### config.mk
export PLATFORM = sky130hd
export DESIGN_NAME = usb_protocol_fsm_flat
export DESIGN_NICKNAME = d
export VERILOG_FILES = /design/src/rtl/usb_protocol_fsm_if.sv /design/src/rtl/usb_protocol_fsm.sv /design/src/flat_wrapper.sv
export SDC_FILE = /design/constraint.sdc
export NUM_CORES = 1
export LEC_CHECK = 0
export BUFFER_PORTS_ARGS = -buffer_cell sky130_fd_sc_hd__buf_2
export CORE_ASPECT_RATIO = 0.75
export CORE_MARGIN = 2
export CORE_UTILIZATION = 45
export DETAILED_ROUTE_END_ITERATION = 10
export PLACE_DENSITY = 0.76
export SLEW_MARGIN = 25
export SYNTH_ARGS = -nofsm -noshare
export SYNTH_HDL_FRONTEND = slang
export SYNTH_SLANG_ARGS = --single-unit
### constraint.sdc
create_clock -name clk -period 2 [get_ports clk]
set_input_delay 0.5 -clock clk [delete_from_list [all_inputs] [get_ports clk]]
set_output_delay 0.5 -clock clk [all_outputs]
set_load 0.005 [all_outputs]
### src/rtl/usb_protocol_fsm_if.sv
// Signal bundle between the USB transaction engine, the read/write controller
// above it and the encoder/decoder datapath below it.
interface usb_protocol_fsm_if;
    logic        txn_start;
    logic        txn_is_in;
    logic [6:0]  txn_addr;
    logic [3:0]  txn_endp;
    logic [63:0] txn_wdata;
    logic        txn_done;
    logic        txn_success;
    logic [63:0] txn_rdata;
    logic [98:0] pkt_in;
    logic        pkt_in_avail;
    logic        encoder_ready;
    logic [98:0] pkt_out;
    logic        pkt_out_avail;
    logic        data_good;
    logic        decoder_ready;
    logic        re;

    // master: the transaction engine itself
    modport master (
        input  txn_start, txn_is_in, txn_addr, txn_endp, txn_wdata,
        output txn_done, txn_success, txn_rdata,
        output pkt_in, pkt_in_avail,
        input  encoder_ready,
        input  pkt_out, pkt_out_avail, data_good, decoder_ready,
        output re
    );

    // slave: controller plus datapath surrounding the engine
    modport slave (
        output txn_start, txn_is_in, txn_addr, txn_endp, txn_wdata,
        input  txn_done, txn_success, txn_rdata,
        input  pkt_in, pkt_in_avail,
        output encoder_ready,
        output pkt_out, pkt_out_avail, data_good, decoder_ready,
        input  re
    );
endinterface

### src/rtl/usb_protocol_fsm.sv
// Host-side USB transaction engine: runs OUT/IN transactions (token, data,
// handshake) with receive timeout and bounded retry.
module usb_protocol_fsm #(
    parameter int         TIMEOUT   = 255,
    parameter int         MAX_RETRY = 8,
    parameter logic [7:0] PID_OUT   = 8'hE1,
    parameter logic [7:0] PID_IN    = 8'h69,
    parameter logic [7:0] PID_DATA0 = 8'hC3,
    parameter logic [7:0] PID_ACK   = 8'hD2,
    parameter logic [7:0] PID_NAK   = 8'h5A
) (
    input  logic                clk,
    input  logic                rst_b,
    usb_protocol_fsm_if.master  bus
);

    // Each *_WAIT state is encoded as its *_SEND state plus one.
    localparam logic [3:0] S_IDLE     = 4'd0;
    localparam logic [3:0] S_TOK_SEND = 4'd1;
    localparam logic [3:0] S_TOK_WAIT = 4'd2;
    localparam logic [3:0] S_DAT_SEND = 4'd3;
    localparam logic [3:0] S_DAT_WAIT = 4'd4;
    localparam logic [3:0] S_ACK_SEND = 4'd5;
    localparam logic [3:0] S_ACK_WAIT = 4'd6;
    localparam logic [3:0] S_NAK_SEND = 4'd7;
    localparam logic [3:0] S_NAK_WAIT = 4'd8;
    localparam logic [3:0] S_RX_WAIT  = 4'd9;
    localparam logic [3:0] S_RETRY    = 4'd10;
    localparam logic [3:0] S_DONE     = 4'd11;

    localparam logic [7:0] TIMEOUT_CNT = 8'(TIMEOUT);
    localparam logic [3:0] RETRY_LIMIT = 4'(MAX_RETRY);

    logic [3:0]  state_reg;
    logic        is_in_reg;
    logic [6:0]  addr_reg;
    logic [3:0]  endp_reg;
    logic [63:0] wdata_reg;
    logic [3:0]  retry_reg;
    logic [7:0]  timer_reg;
    logic        seen_low_reg;
    logic [98:0] pkt_in_reg;
    logic        pkt_in_avail_reg;
    logic        txn_done_reg;
    logic        txn_success_reg;
    logic [63:0] txn_rdata_reg;
    logic        re_reg;

    logic [98:0] send_pkt;
    logic        send_done;
    logic [7:0]  timer_inc;
    logic [3:0]  retry_inc;
    logic [7:0]  rx_pid;
    logic        is_send_state;

    assign send_done     = seen_low_reg && bus.encoder_ready;
    assign timer_inc     = (timer_reg == TIMEOUT_CNT) ? timer_reg : timer_reg + 8'd1;
    assign retry_inc     = retry_reg + 4'd1;
    assign rx_pid        = bus.pkt_out[98:91];
    assign is_send_state = (state_reg == S_TOK_SEND) || (state_reg == S_DAT_SEND) ||
                           (state_reg == S_ACK_SEND) || (state_reg == S_NAK_SEND);

    always_comb begin
        send_pkt = '0;
        case (state_reg)
            S_TOK_SEND: send_pkt = {(is_in_reg ? PID_IN : PID_OUT), addr_reg, endp_reg, 80'd0};
            S_DAT_SEND: send_pkt = {PID_DATA0, wdata_reg, 27'd0};
            S_ACK_SEND: send_pkt = {PID_ACK, 91'd0};
            S_NAK_SEND: send_pkt = {PID_NAK, 91'd0};
            default:    send_pkt = '0;
        endcase
    end

    always_ff @(posedge clk or negedge rst_b) begin
        if (!rst_b) begin
            state_reg        <= S_IDLE;
            is_in_reg        <= 1'b0;
            addr_reg         <= '0;
            endp_reg         <= '0;
            wdata_reg        <= '0;
            retry_reg        <= '0;
            timer_reg        <= '0;
            seen_low_reg     <= 1'b0;
            pkt_in_reg       <= '0;
            pkt_in_avail_reg <= 1'b0;
            txn_done_reg     <= 1'b0;
            txn_success_reg  <= 1'b0;
            txn_rdata_reg    <= '0;
            re_reg           <= 1'b0;
        end else begin
            pkt_in_avail_reg <= 1'b0;
            txn_done_reg     <= 1'b0;
            txn_success_reg  <= 1'b0;

            if (is_send_state) begin
                if (bus.encoder_ready) begin
                    pkt_in_reg       <= send_pkt;
                    pkt_in_avail_reg <= 1'b1;
                    seen_low_reg     <= 1'b0;
                    state_reg        <= state_reg + 4'd1;
                end
            end else begin
                case (state_reg)
                    S_IDLE: begin
                        if (bus.txn_start) begin
                            is_in_reg <= bus.txn_is_in;
                            addr_reg  <= bus.txn_addr;
                            endp_reg  <= bus.txn_endp;
                            wdata_reg <= bus.txn_wdata;
                            retry_reg <= '0;
                            state_reg <= S_TOK_SEND;
                        end
                    end
                    S_TOK_WAIT, S_DAT_WAIT, S_ACK_WAIT, S_NAK_WAIT: begin
                        if (!bus.encoder_ready) begin
                            seen_low_reg <= 1'b1;
                        end else if (send_done) begin
                            seen_low_reg <= 1'b0;
                            if (state_reg == S_TOK_WAIT && !is_in_reg) begin
                                state_reg <= S_DAT_SEND;
                            end else if (state_reg == S_TOK_WAIT || state_reg == S_DAT_WAIT) begin
                                state_reg <= S_RX_WAIT;
                                timer_reg <= '0;
                                re_reg    <= bus.decoder_ready;
                            end else if (state_reg == S_ACK_WAIT) begin
                                state_reg       <= S_DONE;
                                txn_done_reg    <= 1'b1;
                                txn_success_reg <= 1'b1;
                            end else begin
                                state_reg <= S_RETRY;
                            end
                        end
                    end
                    S_RX_WAIT: begin
                        re_reg    <= re_reg | bus.decoder_ready;
                        timer_reg <= timer_inc;
                        // An arriving packet takes priority over an expiring timer.
                        if (bus.pkt_out_avail) begin
                            re_reg <= 1'b0;
                            if (is_in_reg) begin
                                if (!bus.data_good) begin
                                    state_reg <= S_NAK_SEND;
                                end else if (rx_pid == PID_DATA0) begin
                                    txn_rdata_reg <= bus.pkt_out[90:27];
                                    state_reg     <= S_ACK_SEND;
                                end else begin
                                    state_reg <= S_RETRY;
                                end
                            end else if (bus.data_good && rx_pid == PID_ACK) begin
                                state_reg       <= S_DONE;
                                txn_done_reg    <= 1'b1;
                                txn_success_reg <= 1'b1;
                            end else begin
                                state_reg <= S_RETRY;
                            end
                        end else if (timer_inc == TIMEOUT_CNT) begin
                            re_reg    <= 1'b0;
                            state_reg <= S_RETRY;
                        end
                    end
                    S_RETRY: begin
                        retry_reg <= retry_inc;
                        if (retry_inc == RETRY_LIMIT) begin
                            state_reg       <= S_DONE;
                            txn_done_reg    <= 1'b1;
                            txn_success_reg <= 1'b0;
                        end else begin
                            state_reg <= S_TOK_SEND;
                        end
                    end
                    S_DONE: begin
                        state_reg <= S_IDLE;
                    end
                    default: begin
                        state_reg <= S_IDLE;
                    end
                endcase
            end
        end
    end

    assign bus.pkt_in       = pkt_in_reg;
    assign bus.pkt_in_avail = pkt_in_avail_reg;
    assign bus.txn_done     = txn_done_reg;
    assign bus.txn_success  = txn_success_reg;
    assign bus.txn_rdata    = txn_rdata_reg;
    assign bus.re           = re_reg;

endmodule

### src/flat_wrapper.sv
// flat-port wrapper written by rule: the top's interface ports become plain ports
module usb_protocol_fsm_flat 
#(
    parameter int         TIMEOUT   = 255,
    parameter int         MAX_RETRY = 8,
    parameter logic [7:0] PID_OUT   = 8'hE1,
    parameter logic [7:0] PID_IN    = 8'h69,
    parameter logic [7:0] PID_DATA0 = 8'hC3,
    parameter logic [7:0] PID_ACK   = 8'hD2,
    parameter logic [7:0] PID_NAK   = 8'h5A
)
  (clk, rst_b, bus_txn_start, bus_txn_is_in, bus_txn_addr, bus_txn_endp, bus_txn_wdata, bus_txn_done, bus_txn_success, bus_txn_rdata, bus_pkt_in, bus_pkt_in_avail, bus_encoder_ready, bus_pkt_out, bus_pkt_out_avail, bus_data_good, bus_decoder_ready, bus_re);
  usb_protocol_fsm_if bus_i ();
  input  logic clk;
  input  logic rst_b;
  input wire logic [$bits(bus_i.txn_start)-1:0] bus_txn_start;
  input wire logic [$bits(bus_i.txn_is_in)-1:0] bus_txn_is_in;
  input wire logic [$bits(bus_i.txn_addr)-1:0] bus_txn_addr;
  input wire logic [$bits(bus_i.txn_endp)-1:0] bus_txn_endp;
  input wire logic [$bits(bus_i.txn_wdata)-1:0] bus_txn_wdata;
  output wire logic [$bits(bus_i.txn_done)-1:0] bus_txn_done;
  output wire logic [$bits(bus_i.txn_success)-1:0] bus_txn_success;
  output wire logic [$bits(bus_i.txn_rdata)-1:0] bus_txn_rdata;
  output wire logic [$bits(bus_i.pkt_in)-1:0] bus_pkt_in;
  output wire logic [$bits(bus_i.pkt_in_avail)-1:0] bus_pkt_in_avail;
  input wire logic [$bits(bus_i.encoder_ready)-1:0] bus_encoder_ready;
  input wire logic [$bits(bus_i.pkt_out)-1:0] bus_pkt_out;
  input wire logic [$bits(bus_i.pkt_out_avail)-1:0] bus_pkt_out_avail;
  input wire logic [$bits(bus_i.data_good)-1:0] bus_data_good;
  input wire logic [$bits(bus_i.decoder_ready)-1:0] bus_decoder_ready;
  output wire logic [$bits(bus_i.re)-1:0] bus_re;
  assign bus_i.txn_start = bus_txn_start;
  assign bus_i.txn_is_in = bus_txn_is_in;
  assign bus_i.txn_addr = bus_txn_addr;
  assign bus_i.txn_endp = bus_txn_endp;
  assign bus_i.txn_wdata = bus_txn_wdata;
  assign bus_txn_done = bus_i.txn_done;
  assign bus_txn_success = bus_i.txn_success;
  assign bus_txn_rdata = bus_i.txn_rdata;
  assign bus_pkt_in = bus_i.pkt_in;
  assign bus_pkt_in_avail = bus_i.pkt_in_avail;
  assign bus_i.encoder_ready = bus_encoder_ready;
  assign bus_i.pkt_out = bus_pkt_out;
  assign bus_i.pkt_out_avail = bus_pkt_out_avail;
  assign bus_i.data_good = bus_data_good;
  assign bus_i.decoder_ready = bus_decoder_ready;
  assign bus_re = bus_i.re;
  usb_protocol_fsm #(.TIMEOUT(TIMEOUT), .MAX_RETRY(MAX_RETRY), .PID_OUT(PID_OUT), .PID_IN(PID_IN), .PID_DATA0(PID_DATA0), .PID_ACK(PID_ACK), .PID_NAK(PID_NAK)) u_core (.clk(clk), .rst_b(rst_b), .bus(bus_i));
endmodule
==> parameters.txt, run 1 <==
Parameter                              Value

Outcome
  Violated checks ... setup timing
  Run status ... finished, violations left

Synth
  Adder and majority gate portion of the synthesized area ... 0.00889
  Share of synthesized flip-flops with an asynchronous set or reset ... 1.00
  Part of the Yosys area used for sequential elements ... 0.589
  Number of warning messages in the yosys log ... 0
  Main flop type after synthesis ... sky130_fd_sc_hd__dfrtp_1
  Simple logic cell fraction of the synthesized area ... 0.122
  Synth unique cells ... 61
  Xor and xnor fraction of the mapped netlist area ... 0
  Syn_area_per_cell ... 12.1 um^2
  Flip-flop and latch count after synthesis ... 232
  Instance count of the mapped netlist ... around 820
  Netlist Area Pre-Place ... 9850 um^2
  Multiplexer share of the synthesized area ... 0.164
  Post-synthesis compound-gate area fraction ... 0.0646
  Number of enable-type register cells in the synthesized netlist ... 0
  Dominant combinational cell family by area after synthesis ... multiplexers

Critical path
  Worst path required time ... 2390 ps
  Crit. Startpoint ... u_core.state_reg[0]
  CP Max Fanout ... 4
  Slack of the worst reg-to-reg path ... -40 ps
  Data arrival at the endpoint of the critical path ... 2430 ps
  R2R depth ... 7
  Critical R2R Capture ... u_core.timer_reg[0]
  Critical Path Sink Type ... register
  Element type at the critical path start ... register
  Crit path capture ... u_core.timer_reg[0]
  Critical path start-end classification ... register to register
  Reg-to-Reg Start ... u_core.state_reg[0]

STA
  Transition time at the pin with the least slew margin ... 531 ps
  Max-slew headroom at the worst pin ... 0.646
  Shortest period the worst path allows ... 2040 ps
  Final-report max-slew violation count ... 0
  Tcrit/Tclk final ... 1.02
  Largest clock skew in the final design ... 7.93 ps
  Crit path setup slack, layout ... -41.5 ps
  Number of endpoints with negative hold slack in the final report ... 0
  RSZ-0062 raised after global routing ... yes
  Max Fclk ... 490 MHz
  Final setup violation count ... 2

Floorplanning
  Chip Width ... 175 um
  Die Footprint ... roughly 23000 um^2
  Y dimension of the die ... 132 um
  Placeable Area ... 21300 um^2
  IO Pins ... 349
  Starting Density ... 0.463
  Row Count ... between 40 and 50

Routing
  Post-detailed-route DRC marker count ... 0
  Average wire per standard cell ... 18.7 um
  Count of vias placed by the detailed router ... 7553
  Routed Antenna Nets ... 0
  Wire length after detailed routing ... 27300 um
  Iteration-0 DRC Markers ... 449
  Avg Vias per Cell ... between 5 and 6
  First-pass DRT Iterations ... 4

Layout
  Non-filler instance count after layout ... 1461
  Fraction of layout cells with a size suffix above 1 ... 0.491
  Nets ... about 1300
  Post-route cell area ... 13100 um^2
  Final design utilization ... 0.616
  Number of flip-flops in the largest register ... 71
  Area growth from synthesis to layout ... 33.2%

Flow run
  Total of max-cap violations ... 0

Clocking
  Skew-Pair Late Insertion Delay ... 500 ps
  TritonCTS clock tree ... yes
  Clock slew at the register clock pins of the worst setup and hold paths ... ~60 ps
  CTS root buffer ... sky130_fd_sc_hd__clkbuf_16
  Clk buf depth ... 3
  Inserted Clock Buffers ... 23
  Clock sink count ... roughly 230
  Number of H-tree levels ... 1

GRT
  Global-route congestion overflow total ... 0
  Number of antenna violations at the first check in global routing ... 4
  Tot GR Track Use ... 0.217
  Number of global-route vias before repair ... 7533
  Maximum number of pins on one net before global-route repair ... 53
  First-pass GRT wire length ... a little over 40000 um

Power
  VDD IR max ... 0.000873 V
  Cell leakage power ... approximately 0.0070 uW
  Power density over the cells ... 1230 nW/um^2

Place
  Number of buffer cells added on primary ports ... between 200 and 300
  DP Wirelength ... 18400 um
  Placed Instances ... 1401
  Cell Area, Placed ... 11900 um^2
  Pre-CTS setup slack ... -263 ps
  Routability-driven placement congestion ratio ... between 0.8 and 0.9

Min path
  Hold Path Class ... primary input to register
## routing by layer
metal,track usage,wire length [um]
met5,0,21
met4,0.0537,622
met2,0.349,13100
met1,0.288,11300
met3,0.0666,2270
## cells by family after synthesis
logic type | Yosys count
multiplexers | 144
AND/OR/NAND/NOR | 256
AO/OA/AOI/OAI | 92
flip-flops | 232
buffers and inverters | 83
adder cells (fa/ha/maj) | 7
other | 1
## power by group
part           leakage [uW]  internal (uW)  switching [uW]  total (uW)
logic               0.00359           2610            2650        5260
registers           0.00303           6000             758        6760
clock network      0.000351           2360            1760        4120
## synthesized netlist by cell type, drive strengths merged, types with 3 or more instances
cell,n,area share
and2,3,0.0019
mux2i,3,0.0030
nor2,16,0.0061
a21oi,19,0.0097
a221o,12,0.012
nand4,6,0.0038
a22o,4,0.0036
nand3,59,0.030
nor3,5,0.0037
dfrtp,232,0.59
nand2,132,0.051
o211ai,3,0.0023
o21ai,25,0.013
inv,7,0.0029
clkbuf,22,0.0090
a31oi,6,0.0038
mux2,141,0.16
buf,54,0.039
and3,16,0.010
ha,7,0.0089
nor2b,3,0.0019
o31ai,4,0.0036
## placed cells by master, fill, tap and decap left out, drive strengths merged, types with 12 or more instances in the layout
cell type and instances:
nor2 16, nand2 132, o21ai 25, nand3 59, clkbuf 37, conb 28, and3 16, buf 360
a21oi 19, dfrtp 232, mux2 141, a221o 12
## area by class of cell
cell class                 count  area (um^2)
clock buffer                  33          643
antenna                        2         5.00
fill                        1721         8170
multi-input combinational    527         3970
tap                          288          360
timing repair buffer         365         2240
sequential                   232         5810
inverter                       7         31.3
clock inverter                 7         63.8
## critical path, stage by stage (launching register included)
cell                       delay [ps]
sky130_fd_sc_hd__dfrtp_1          410
sky130_fd_sc_hd__inv_2             90
sky130_fd_sc_hd__ha_4             120
sky130_fd_sc_hd__or3b_4           380
sky130_fd_sc_hd__o211ai_1         250
sky130_fd_sc_hd__a22oi_2          180
sky130_fd_sc_hd__and3_4           230
sky130_fd_sc_hd__mux2_2           260
## per-stage QoR
step	power (uW)	setup TNS [ps]	hold slack, ps
after floorplan	9710	-3750	204
after global placement	11500	-13650	444
after detailed placement	11700	-17100	446
after CTS	16000	-43.6	193
after global routing	17100	-4280	208
final	16100	-52.3	226
## how the worst min path moves through the flow
stage | start | endpoint | slack [ps] | depth (start not counted)
floorplan | rst_b | u_core.addr_reg[0] | 200 | 0
global placement | u_core.bus.pkt_in[50] | u_core.bus.pkt_in[50] | 440 | 2
detailed placement | rst_b | u_core.bus.pkt_in[88] | 450 | 1
CTS | bus_pkt_out[82] | u_core.bus.txn_rdata[55] | 190 | 2
global route | bus_pkt_out[30] | u_core.bus.txn_rdata[3] | 210 | 2
finish | bus_txn_wdata[42] | u_core.wdata_reg[42] | 230 | 2
## what timing repair did
action | 4_1_cts | 5_1_grt
hold endpoints to repair | 44 | 0
pin swaps | 6 | 8
hold buffers | 1 | 0
setup endpoints to repair | 138 | 172
cloned | 2 | 6
gates resized for setup | 20 | 70
setup buffers | 5 | 4
No activity file was read; power rests on OpenSTA's default activity.
==> run 2: changes to the inputs <==
--- a/config.mk
+++ b/config.mk
@@ -5,12 +5,13 @@
 export SDC_FILE = /design/constraint.sdc
 export NUM_CORES = 1
 export LEC_CHECK = 0
+export ABC_AREA = 1
 export BUFFER_PORTS_ARGS = -buffer_cell sky130_fd_sc_hd__buf_2
 export CORE_ASPECT_RATIO = 0.75
 export CORE_MARGIN = 2
-export CORE_UTILIZATION = 45
+export CORE_UTILIZATION = 46
 export DETAILED_ROUTE_END_ITERATION = 10
-export PLACE_DENSITY = 0.76
+export PLACE_DENSITY = 0.77
 export SLEW_MARGIN = 25
 export SYNTH_ARGS = -nofsm -noshare
 export SYNTH_HDL_FRONTEND = slang
==> parameters.txt, run 2 <==
Parameter                              Value

Critical path
  Cell family with most CP delay ... flip-flops
  Critical path start-end classification ... register to register
  Data arrival at the endpoint of the critical path ... 2270 ps
  Critical R2R Capture ... u_core.wdata_reg[19]
  Worst path required time ... 2390 ps
  Crit path depth ... 7
  R2R depth ... 7
  Highest cell delay on the worst timing path ... between 400 and 500 ps
  CP Max Fanout ... 23
  Ordered list of cells on the worst path ... ha_2, inv_2, nand2_1, nand2_4, nand4_4, buf_12, mux2_4
  Buffers plus inverters on the worst setup path ... 2
  Reg-to-Reg Start ... u_core.state_reg[0]
  Slack of the worst reg-to-reg path ... 120 ps
  Crit. Startpoint ... u_core.state_reg[0]
  Cell with the biggest individual delay on the critical path ... sky130_fd_sc_hd__dfrtp_1
  Element type at the critical path start ... register
  Crit path capture ... u_core.wdata_reg[19]
  Critical Path Sink Type ... register

Layout
  Nets ... 1521
  Area growth from synthesis to layout ... 27.2%
  Area of the multi-input gates ... 3800 um^2
  Number of flip-flops in the largest register ... 71
  Fraction of layout cells with a size suffix above 1 ... 0.409
  Non-filler instance count after layout ... 1642
  Most frequent standard cell in the layout excluding fill and tap cells ... sky130_fd_sc_hd__buf_2
  Filler cell count ... 1861
  Total area of sequential cells ... approximately 5800 um^2
  Most used cells in the layout excluding fill and tap cells ... 292 x sky130_fd_sc_hd__buf_2, 251 x sky130_fd_sc_hd__nand2_1, 232 x sky130_fd_sc_hd__dfrtp_1, 107 x sky130_fd_sc_hd__inv_1, 75 x sky130_fd_sc_hd__nand3_1

Flow run
  Total of max-cap violations ... 0

STA
  Transition time at the pin with the least slew margin ... between 600 and 700 ps
  Tcrit/Tclk final ... 0.938
  Final setup violation count ... 0
  Final-report max-slew violation count ... 0
  Final TNS setup ... 0 ps
  Largest clock skew in the final design ... roughly 11 ps
  Shortest period the worst path allows ... 1880 ps
  Number of endpoints with negative hold slack in the final report ... 0
  Max-slew headroom at the worst pin ... 0.596
  Worst hold slack ... 207 ps
  Max Fclk ... between 500 and 600 MHz

Synth
  Biggest area consumer among synthesized cells ... sky130_fd_sc_hd__dfrtp_1
  Simple logic cell fraction of the synthesized area ... 0.160
  Main flop type after synthesis ... sky130_fd_sc_hd__dfrtp_1
  Dominant combinational cell family by area after synthesis ... simple AND/OR/NAND/NOR gates
  Syn_area_per_cell ... around 10 um^2
  Number of enable-type register cells in the synthesized netlist ... 0
  Part of the Yosys area used for sequential elements ... 0.556
  Netlist Area Pre-Place ... around 10000 um^2
  Number of warning messages in the yosys log ... 0
  Xor and xnor fraction of the mapped netlist area ... 0.000838
  Multiplexer share of the synthesized area ... 0.0884
  Synth unique cells ... 40
  Instance count of the mapped netlist ... between 1000 and 1500
  Ranking of synthesized cells by instance count ... 252 x sky130_fd_sc_hd__nand2_1, 232 x sky130_fd_sc_hd__dfrtp_1, 107 x sky130_fd_sc_hd__inv_1
  Adder and majority gate portion of the synthesized area ... 0.00838
  Share of the synthesized area in the top cell type ... 0.556
  Biggest area contributors in the synthesized netlist ... sky130_fd_sc_hd__dfrtp_1 56%, sky130_fd_sc_hd__nand2_1 9.1%, sky130_fd_sc_hd__o21ai_2 5.7%
  Most common cell in the netlist ... sky130_fd_sc_hd__nand2_1
  Share of synthesized flip-flops with an asynchronous set or reset ... 1.00
  Post-synthesis compound-gate area fraction ... 0.0886
  Flip-flop and latch count after synthesis ... 232

GRT
  Number of antenna violations at the first check in global routing ... 3
  Met3 usage ... 0.0490
  First-pass GRT wire length ... between 40000 and 50000 um
  Global-route congestion overflow total ... 0
  Maximum number of pins on one net before global-route repair ... 74
  Number of global-route vias before repair ... 8016
  Most used routing layer ... met2
  Met2 routing resource usage after global routing ... 0.343
  Tot GR Track Use ... 0.209
  Met1 track demand over resource ... 0.284

Routing
  Routed Antenna Nets ... 0
  Count of vias placed by the detailed router ... between 8000 and 9000
  Wire length after detailed routing ... 25600 um
  Average wire per standard cell ... between 15 and 20 um
  First-pass DRT Iterations ... 6
  Post-detailed-route DRC marker count ... 0
  Iteration-0 DRC Markers ... 412
  Avg Vias per Cell ... 4.90

Clocking
  Clk buf depth ... 3
  Inserted Clock Buffers ... 24
  CTS root buffer ... sky130_fd_sc_hd__clkbuf_16
  TritonCTS clock tree ... yes
  Clock sink count ... 232
  Clock slew at the register clock pins of the worst setup and hold paths ... 60 ps
  Skew-Pair Late Insertion Delay ... 510 ps
  Number of H-tree levels ... 1

Min path
  Hold Path Class ... primary input to register

Floorplanning
  Starting Density ... 0.471
  Y dimension of the die ... approximately 130 um
  Die Footprint ... 23900 um^2
  IO Pins ... between 300 and 400
  Row Count ... 47
  Chip Width ... 178 um
  Placeable Area ... 22200 um^2

Place
  DP Wirelength ... 18300 um
  Routability-driven placement congestion ratio ... 0.897
  Number of buffer cells added on primary ports ... 293
  Placed Instances ... 1594

Power
  Cell leakage power ... around 0.0074 uW
  VDD IR max ... roughly 0.0006 V
  Power density over the cells ... 1240 nW/um^2
  Total chip power ... 16500 uW

Outcome
  Run status ... completed
run 2: cell count changes after synthesis, sizes merged, moves of 6 or more:
cell	previous run	this run
a221o	12	0
a221oi	0	11
a31oi	6	0
and3	16	0
buf	54	65
clkbuf	22	12
inv	7	120
mux2	141	76
nand2	132	261
nand3	59	84
nand4	6	12
nor2	16	23
o21ai	25	83
run 2: repair_timing:
item	in CTS	in global routing
hold endpoints to repair	32	0
buffers inserted	0	5
hold buffers	1	0
setup endpoints to repair	0	94
gates resized for setup	0	14
run 2: cell type report:
| type | count | share of cell area |
|---|---|---|
| multi-input cells | 617 | 0.286 |
| inverters | 120 | 0.0345 |
| clock inverters | 5 | 0.00584 |
| clock buffers | 35 | 0.0521 |
| well taps | 294 | 0.0277 |
| flip-flops and latches | 232 | 0.437 |
| repair buffers | 337 | 0.157 |
| diodes | 2 | 0.000377 |
run 2: worst min-delay path by stage:
stage                                from                    end  slack (ps)  cells past startpoint
detailed placement  u_core.bus.pkt_in[97]  u_core.bus.pkt_in[97]         450                      1
floorplan                           rst_b     u_core.addr_reg[0]         200                      0
global placement    u_core.bus.pkt_in[97]  u_core.bus.pkt_in[97]         450                      1
global route            bus_txn_wdata[27]   u_core.wdata_reg[27]         190                      2
CTS                     bus_txn_wdata[38]   u_core.wdata_reg[38]         190                      2
finish                  bus_txn_wdata[38]   u_core.wdata_reg[38]         210                      2
run 2: power by group:
part / total, uW / internal [uW] / switching, uW
clock: 4410 / 2640 / 1770
sequential: 6870 / 6060 / 814
combinational: 5210 / 2500 / 2710
total: 16500 / 11200 / 5290
run 2: logic make-up after synthesis:
| logic type | count (synthesis) |
|---|---|
| buf+inv | 197 |
| mux | 76 |
| other cells | 1 |
| simple gates | 385 |
| xor+xnor | 1 |
| compound gates | 120 |
| fa+ha+maj | 7 |
| flops | 232 |
run 2: metrics by stage:
| step | instance area [um^2] | worst slack [ps] | utilization |
|---|---|---|---|
| final | 13300 | 123 | 0.600 |
| after global routing | 13300 | -24.8 | 0.600 |
| after CTS | 13200 | 45.6 | 0.594 |
| after detailed placement | 12400 | 54.8 | 0.559 |
| after global placement | 12400 | 88.6 | 0.559 |
| after floorplan | 10500 | 279 | - |
run 2: layer usage:
metal  routed length, um  vias to the layer above
met3                1970                       39
met2               12000                      297
met1               11100                     3866
met5                   0                        -
li1                    -                     3850
met4                 534                        0
